`config.mk`:
```
export PLATFORM = sky130hd
export DESIGN_NAME = register_bank_flat
export DESIGN_NICKNAME = d
export VERILOG_FILES = /design/src/rtl/register_bank_pkg.sv /design/src/rtl/register_bank_if.sv /design/src/rtl/register_bank.sv /design/src/flat_wrapper.sv
export SDC_FILE = /design/constraint.sdc
export NUM_CORES = 1
export LEC_CHECK = 0
export ABC_AREA = 0
export BUFFER_PORTS_ARGS = -buffer_cell sky130_fd_sc_hd__buf_2
export CORE_ASPECT_RATIO = 0.8
export CORE_MARGIN = 2
export CORE_UTILIZATION = 45
export CTS_CLUSTER_SIZE = 20
export DETAILED_ROUTE_END_ITERATION = 7
export PLACE_DENSITY = 0.72
export SYNTH_ARGS = -nofsm -noshare
export SYNTH_HDL_FRONTEND = slang
export SYNTH_SLANG_ARGS = --single-unit
```
`constraint.sdc`:
```
create_clock -name clk -period 2.1 [get_ports clk]
set_clock_uncertainty 0.15 [all_clocks]
set_input_delay 0.42 -clock clk [delete_from_list [all_inputs] [get_ports clk]]
set_output_delay 0.42 -clock clk [all_outputs]
set_load 0.01 [all_outputs]
```
`src/rtl/register_bank_pkg.sv`:
```
// Shared cpu constants for the RiskOW register file, decoder and ALU.
package register_bank_pkg;

    localparam int DATA_WIDTH = 32;
    localparam int NUM_REGS   = 16;
    localparam int ADDR_WIDTH = $clog2(NUM_REGS);

endpackage

```
`src/rtl/register_bank_if.sv`:
```
// Single shared read/write port of the RiskOW register file.
interface register_bank_if;
    import register_bank_pkg::*;

    logic [DATA_WIDTH-1:0] dataIn;
    logic [DATA_WIDTH-1:0] dataOut;
    logic [ADDR_WIDTH-1:0] regNum;
    logic                  writeEnable;

    modport master (
        output dataIn,
        output regNum,
        output writeEnable,
        input  dataOut
    );

    modport slave (
        input  dataIn,
        input  regNum,
        input  writeEnable,
        output dataOut
    );

endinterface

```
`src/rtl/register_bank.sv`:
```
// 16 x 32-bit register file, one write or one registered read per clock.
module register_bank
    import register_bank_pkg::*;
(
    input  logic           clk,
    input  logic           reset,
    register_bank_if.slave bus
);

    logic [DATA_WIDTH-1:0] registers [0:NUM_REGS-1];
    logic [DATA_WIDTH-1:0] r_dataOut;
    logic                  w_is_x0;

    assign w_is_x0 = (bus.regNum == '0);

    // Entry 0 is only ever cleared, which keeps x0 reading as zero.
    always_ff @(posedge clk or negedge reset) begin
        if (!reset) begin
            for (int i = 0; i < NUM_REGS; i++) begin
                registers[i] <= '0;
            end
            r_dataOut <= '0;
        end else if (bus.writeEnable) begin
            if (!w_is_x0) begin
                registers[bus.regNum] <= bus.dataIn;
            end
        end else begin
            r_dataOut <= w_is_x0 ? '0 : registers[bus.regNum];
        end
    end

    assign bus.dataOut = r_dataOut;

endmodule

```
`src/flat_wrapper.sv`:
```
// flat-port wrapper written by rule: the top's interface ports become plain ports
module register_bank_flat import register_bank_pkg::*;
  (clk, reset, bus_dataIn, bus_regNum, bus_writeEnable, bus_dataOut);
  register_bank_if bus_i ();
  input  logic clk;
  input  logic reset;
  input wire logic [$bits(bus_i.dataIn)-1:0] bus_dataIn;
  input wire logic [$bits(bus_i.regNum)-1:0] bus_regNum;
  input wire logic [$bits(bus_i.writeEnable)-1:0] bus_writeEnable;
  output wire logic [$bits(bus_i.dataOut)-1:0] bus_dataOut;
  assign bus_i.dataIn = bus_dataIn;
  assign bus_i.regNum = bus_regNum;
  assign bus_i.writeEnable = bus_writeEnable;
  assign bus_dataOut = bus_i.dataOut;
  register_bank u_core (.clk(clk), .reset(reset), .bus(bus_i));
endmodule
```
; Word level (Yosys, flattened, before mapping)
; Cells that the tools add are included.
[classes]
div_mod_pow = 0
muxes = 7
n_shift = 0
bitwise_logic = 2
order_cmp = 2
n_addsub = 0
n_reduce_logical = 3
eq_ne = 0
multipliers = 0
[op_table]
columns = operator, n
row1 = 512-bit bitwise mux, 1
row2 = 32-bit binary-select mux with 4-bit select, 1
row3 = 32-bit demux with 4-bit select, 1
row4 = 32-bit two-way mux, 4
row5 = "5-bit greater-or-equal comparator, second input constant", 1
row6 = "5-bit by 1-bit less-than comparator with 1-bit output, second input constant", 1
row7 = 4-bit NOT with 5-bit output, 1
row8 = 4-bit zero test, 1
row9 = 2-bit AND reduction, 1
row10 = 1-bit logical AND, 1
row11 = 1-bit NOT, 1
[totals]
latch_bits = 0
register_bits = 544
inputBits = 39
rom_bits = 0
n_memories = 0
ram_bits = 0
out_inout_bits = 32
elab_cells = 31

; Longest topological paths before layout
[depth]
word_depth = 6
mapped_depth = 8
ltp_nobuf = 4

; Worst setup path after synthesis
; Ideal clock, no wire load.
[synth_path]
kind = input to register
startpoint = input bus_regNum[1]
endpoint = register u_core.r_dataOut[0] (netlist: u_core.bus.dataOut[0])
t_arrival_ns = 1.680
setup_time_ns = 0.135
setup_slack_ns = 0.135
t_required_ns = 1.815
path_buffers = 4
cell_stages = 8
path_cell_list = buf_2 buf_4 buf_2 buf_4 mux2i_1 nand2_1 a32oi_1 o21ai_0
[synth_between]
elab_chain_len = 5
[synth_rtl]
columns = item, line
row1 = from (decl), flat_wrapper.sv:8  ; input wire logic [$bits(bus_i.regNum)-1:0] bus_regNum;
row2 = 4-bit NOT with 5-bit output (not written as such), register_bank.sv:28  ; r_dataOut <= w_is_x0 ? '0 : registers[bus.regNum];
row3 = 32-bit binary-select mux with 4-bit select, register_bank.sv:28
row4 = 32-bit two-way mux (not written as such) (2 in series), register_bank.sv:28
row5 = 32-bit two-way mux (*), register_bank.sv:28
row6 = to (signal assigned), register_bank.sv:28
row7 = to (decl), register_bank.sv:11  ; logic [DATA_WIDTH-1:0] r_dataOut;
; Mark *: on every way between the ends. The rest lies on a longest branch, timed or not. The select of a mux whose other input is x is not followed.
; A chain may end at the register's enable or synchronous reset.

; Final worst setup path
[layout_path]
startpoint = register u_core.r_dataOut[0] (netlist: u_core.bus.dataOut[0])
endpoint = output bus_dataOut[0]
[layout_rtl]
columns = item, line
row1 = to (decl), flat_wrapper.sv:10  ; output wire logic [$bits(bus_i.dataOut)-1:0] bus_dataOut;
; No word-level cell between the ends.

==> results.md <==
- P_sw: 7100 uW
- Synth Area in Adders: 0%
- TritonCTS Buffers: 52
- Worst Hold Class: primary input to flop
- Die Wd: 263 um
- Fillcell total: 4,238
- Synth Area in XOR/XNOR: 0%
- Synth top area cells: dfrtp_1, mux2_2, mux2i_1, mux4_2, mux2_1
- Residual DRC: 0
- Startpoint Class: flop
- Vias/cell: 5.83
- Share of cells above drive strength 1: 44.2%
- Synth top area share: 56.3%
- FMAX: 0.557 GHz
- Reg power frac: 48.9%
- Max Slew Vio Count: 0
- Final std cells w/o fill: 2,386
- Req. time, crit path: 1.53 ns
- Initial antenna violation count: 3
- Slew margin rel.: 66.8%
- Final hold viol count: 0
- Area occupied by multi-input gates: 9800 um^2
- Max cap viols: 0
- Mapped cell area: 24,100 um^2
- Drt total wl: 58,900 um
- Die area: 55,500 um^2
- GP Congestion: 0.765
- Syn Nets: 1,646
- Vias: 13,904
- Most frequent cells in the layout: dfrtp_1, mux2_2, mux2i_1
- First-pass detailed-route iteration total: 5
- Post-synth cell types: 28
- Register area share after synthesis: 56.3%
- Rows: 75
- Main combinational cell family by area after synthesis: multiplexers
- Slew @ Worst Pin: 0.498 ns
- Max incr delay on CP: 0.46 ns
- Setup bufs post-CTS: 0
- I/O pin cnt: 71
- Sw Share: 24.9%
- First-pass GRT wire length: 91,700 um
- Reg2Reg Setup Slack: 0.49 ns
- Min cycle time layout: 1.79 ns
- Grt total ovfl: 0
- Synth Area in Simple Gates: 1.23%
- Vias in the first global route: 15,064
- VDD IR max: 0.654 mV
- Finished Core Util: 52.8%
- Area grow syn2layout: 15.4%
- CTS sink count: 543
- Sequential cell area: 13,600 um^2
- CTS root buffer: clkbuf_16
- Internal power: 21,400 uW
- Nets: 1,689
- Async set-reset flop share out of synthesis: 100%
- Buffers added on ports: 70
- Clk buf depth: 3
- Slowest CP cell: dfrtp_1
- Leak pwr: 0.0124 uW
- Crit. End Element: output pin
- Synth warn: 0
- Average size of a mapped cell: 15.0 um^2
- Critical Path AT: 1.22 ns
- Post-synthesis mux area share: 35.5%
- Pwr dens: 1020 nW/um^2
- EDFF count, synth: 0
- Status: complete, no violations
- CP max FO: 2
- Synth area leader: dfrtp_1
- Post-Synthesis Cells: 1,607
- Final period util: 85.4%
- Critical setup path kind: flop to output pin
- Critical path cell sequence: buf_2
- Combinational fraction of design power: 16.5%
- Final setup violation count: 0
- DR iter-0 viols: 1,017
- Final ANT Viol Nets: 0
- Pin count of the biggest net entering global routing: 88
- Initial Util: 45.7%
- Compound-Gate Fraction of Synth Area: 3.46%
- TritonCTS clock tree: done
- Top delay family on crit path: flip-flops
- CTS HTree Levels: 2
- Placed instance count: 2,288
- Clock transition at the registers of the reported paths: 0.07 ns
- Commonest non-fill, non-tap cell in the layout: dfrtp_1
- Worst path bufs/invs: 1
- Post-synth top flop: dfrtp_1
- Clock power share: 34.6%
- Core area: 52,700 um^2
- Gr usage total: 21.6%
- Die Y: 211 um
- RSZ-0062 raised after global routing: no
- Worst-skew pair later-pin latency: 0.59 ns
- Routed len/inst: 24.7 um
- Seq cells post-synth: 543
- HPWL Detailed: 36,200 um
worst register-to-register path: cells and delay by family, from the launching register on:
| family | cells | cell delay [ns] |
|---|---|---|
| AND/OR/NAND/NOR | 1 | 0.07 |
| AO/OA/AOI/OAI | 2 | 0.63 |
| flip-flops | 1 | 0.38 |
| multiplexers | 1 | 0.26 |
per-stage QoR:
step                      hold WS, ns  instance area (um^2)  power (uW)  setup TNS (ns)  setup WS [ns]
final                           0.111                 27800       28500               0          0.306
after global routing            0.119                 27800       29800               0          0.273
after CTS                      0.0900                 27800       28700               0          0.298
after detailed placement        0.192                 26000       18800           -1.99         -0.117
after global placement          0.192                 26000       18400          -0.151        -0.0492
after floorplan               -0.0256                 24100       17200               0          0.135
Yosys cell counts, drive strengths merged, types with 4 or more instances:
library cell / number
dfrtp: 543
mux2: 481
mux2i: 156
buf: 89
clkbuf: 83
mux4: 65
nand2: 32
a21oi: 31
a22oi: 31
a32oi: 31
o21ai: 31
nor2: 11
nand2b: 6
nor2b: 4
or3: 4
per-layer routing:
| metal | up-vias | GRT usage [%] | share of wire (%) |
|---|---|---|---|
| li1 | 5955 | - | - |
| met4 | 2 | 4.59 | 1.8 |
| met5 | - | 0 | 0.022 |
| met1 | 7507 | 30.5 | 46 |
| met3 | 87 | 3.82 | 5.1 |
| met2 | 353 | 35.4 | 47 |
sequential cells by signal, summed over array words and instances (netlist names):
signal,count
u_core.bus.dataOut,32
u_core.registers,511
timing repair:
item | CTS | global route
endpoints found under the hold margin | 153 | 0
gates resized for setup | 0 | 0
hold buffers | 1 | 0
power by group through the flow:
| stage | sequential (uW) | clock [uW] | combinational (uW) |
|---|---|---|---|
| after floorplan | 13700 | 0 | 3440 |
| after detailed placement | 14100 | 0 | 4720 |
| after CTS | 13900 | 10000 | 4750 |
| final | 13900 | 9850 | 4690 |
| after global routing | 14200 | 10500 | 5110 |
| after global placement | 13900 | 0 | 4500 |
final cells by class:
cell class | count | share of cell area (%)
antenna | 2 | 0.0180
clock buffer | 80 | 5.74
clock inverter | 15 | 0.778
multi-input combinational | 892 | 35.2
sequential | 543 | 48.8
tap | 693 | 3.12
timing repair buffer | 161 | 6.33
cells by family after synthesis:
logic type,count (synthesis)
muxes,702
DFF,543
and+or+nand+nor,64
buffers and inverters,172
AOI/OAI and AO/OA,126
final timing paths:
check,from,end,cells after the start
max,u_core.bus.dataOut[0],bus_dataOut[0],1
min in group asynchronous,reset,u_core.registers[20],2
min,bus_dataIn[30],u_core.registers[126],2
max in group asynchronous,reset,u_core.registers[297],3
max reg2reg,u_core.registers[435],u_core.bus.dataOut[19],4
min reg2reg,u_core.registers[490],u_core.registers[490],0
Note: power is estimated with default switching activity, not from simulation.
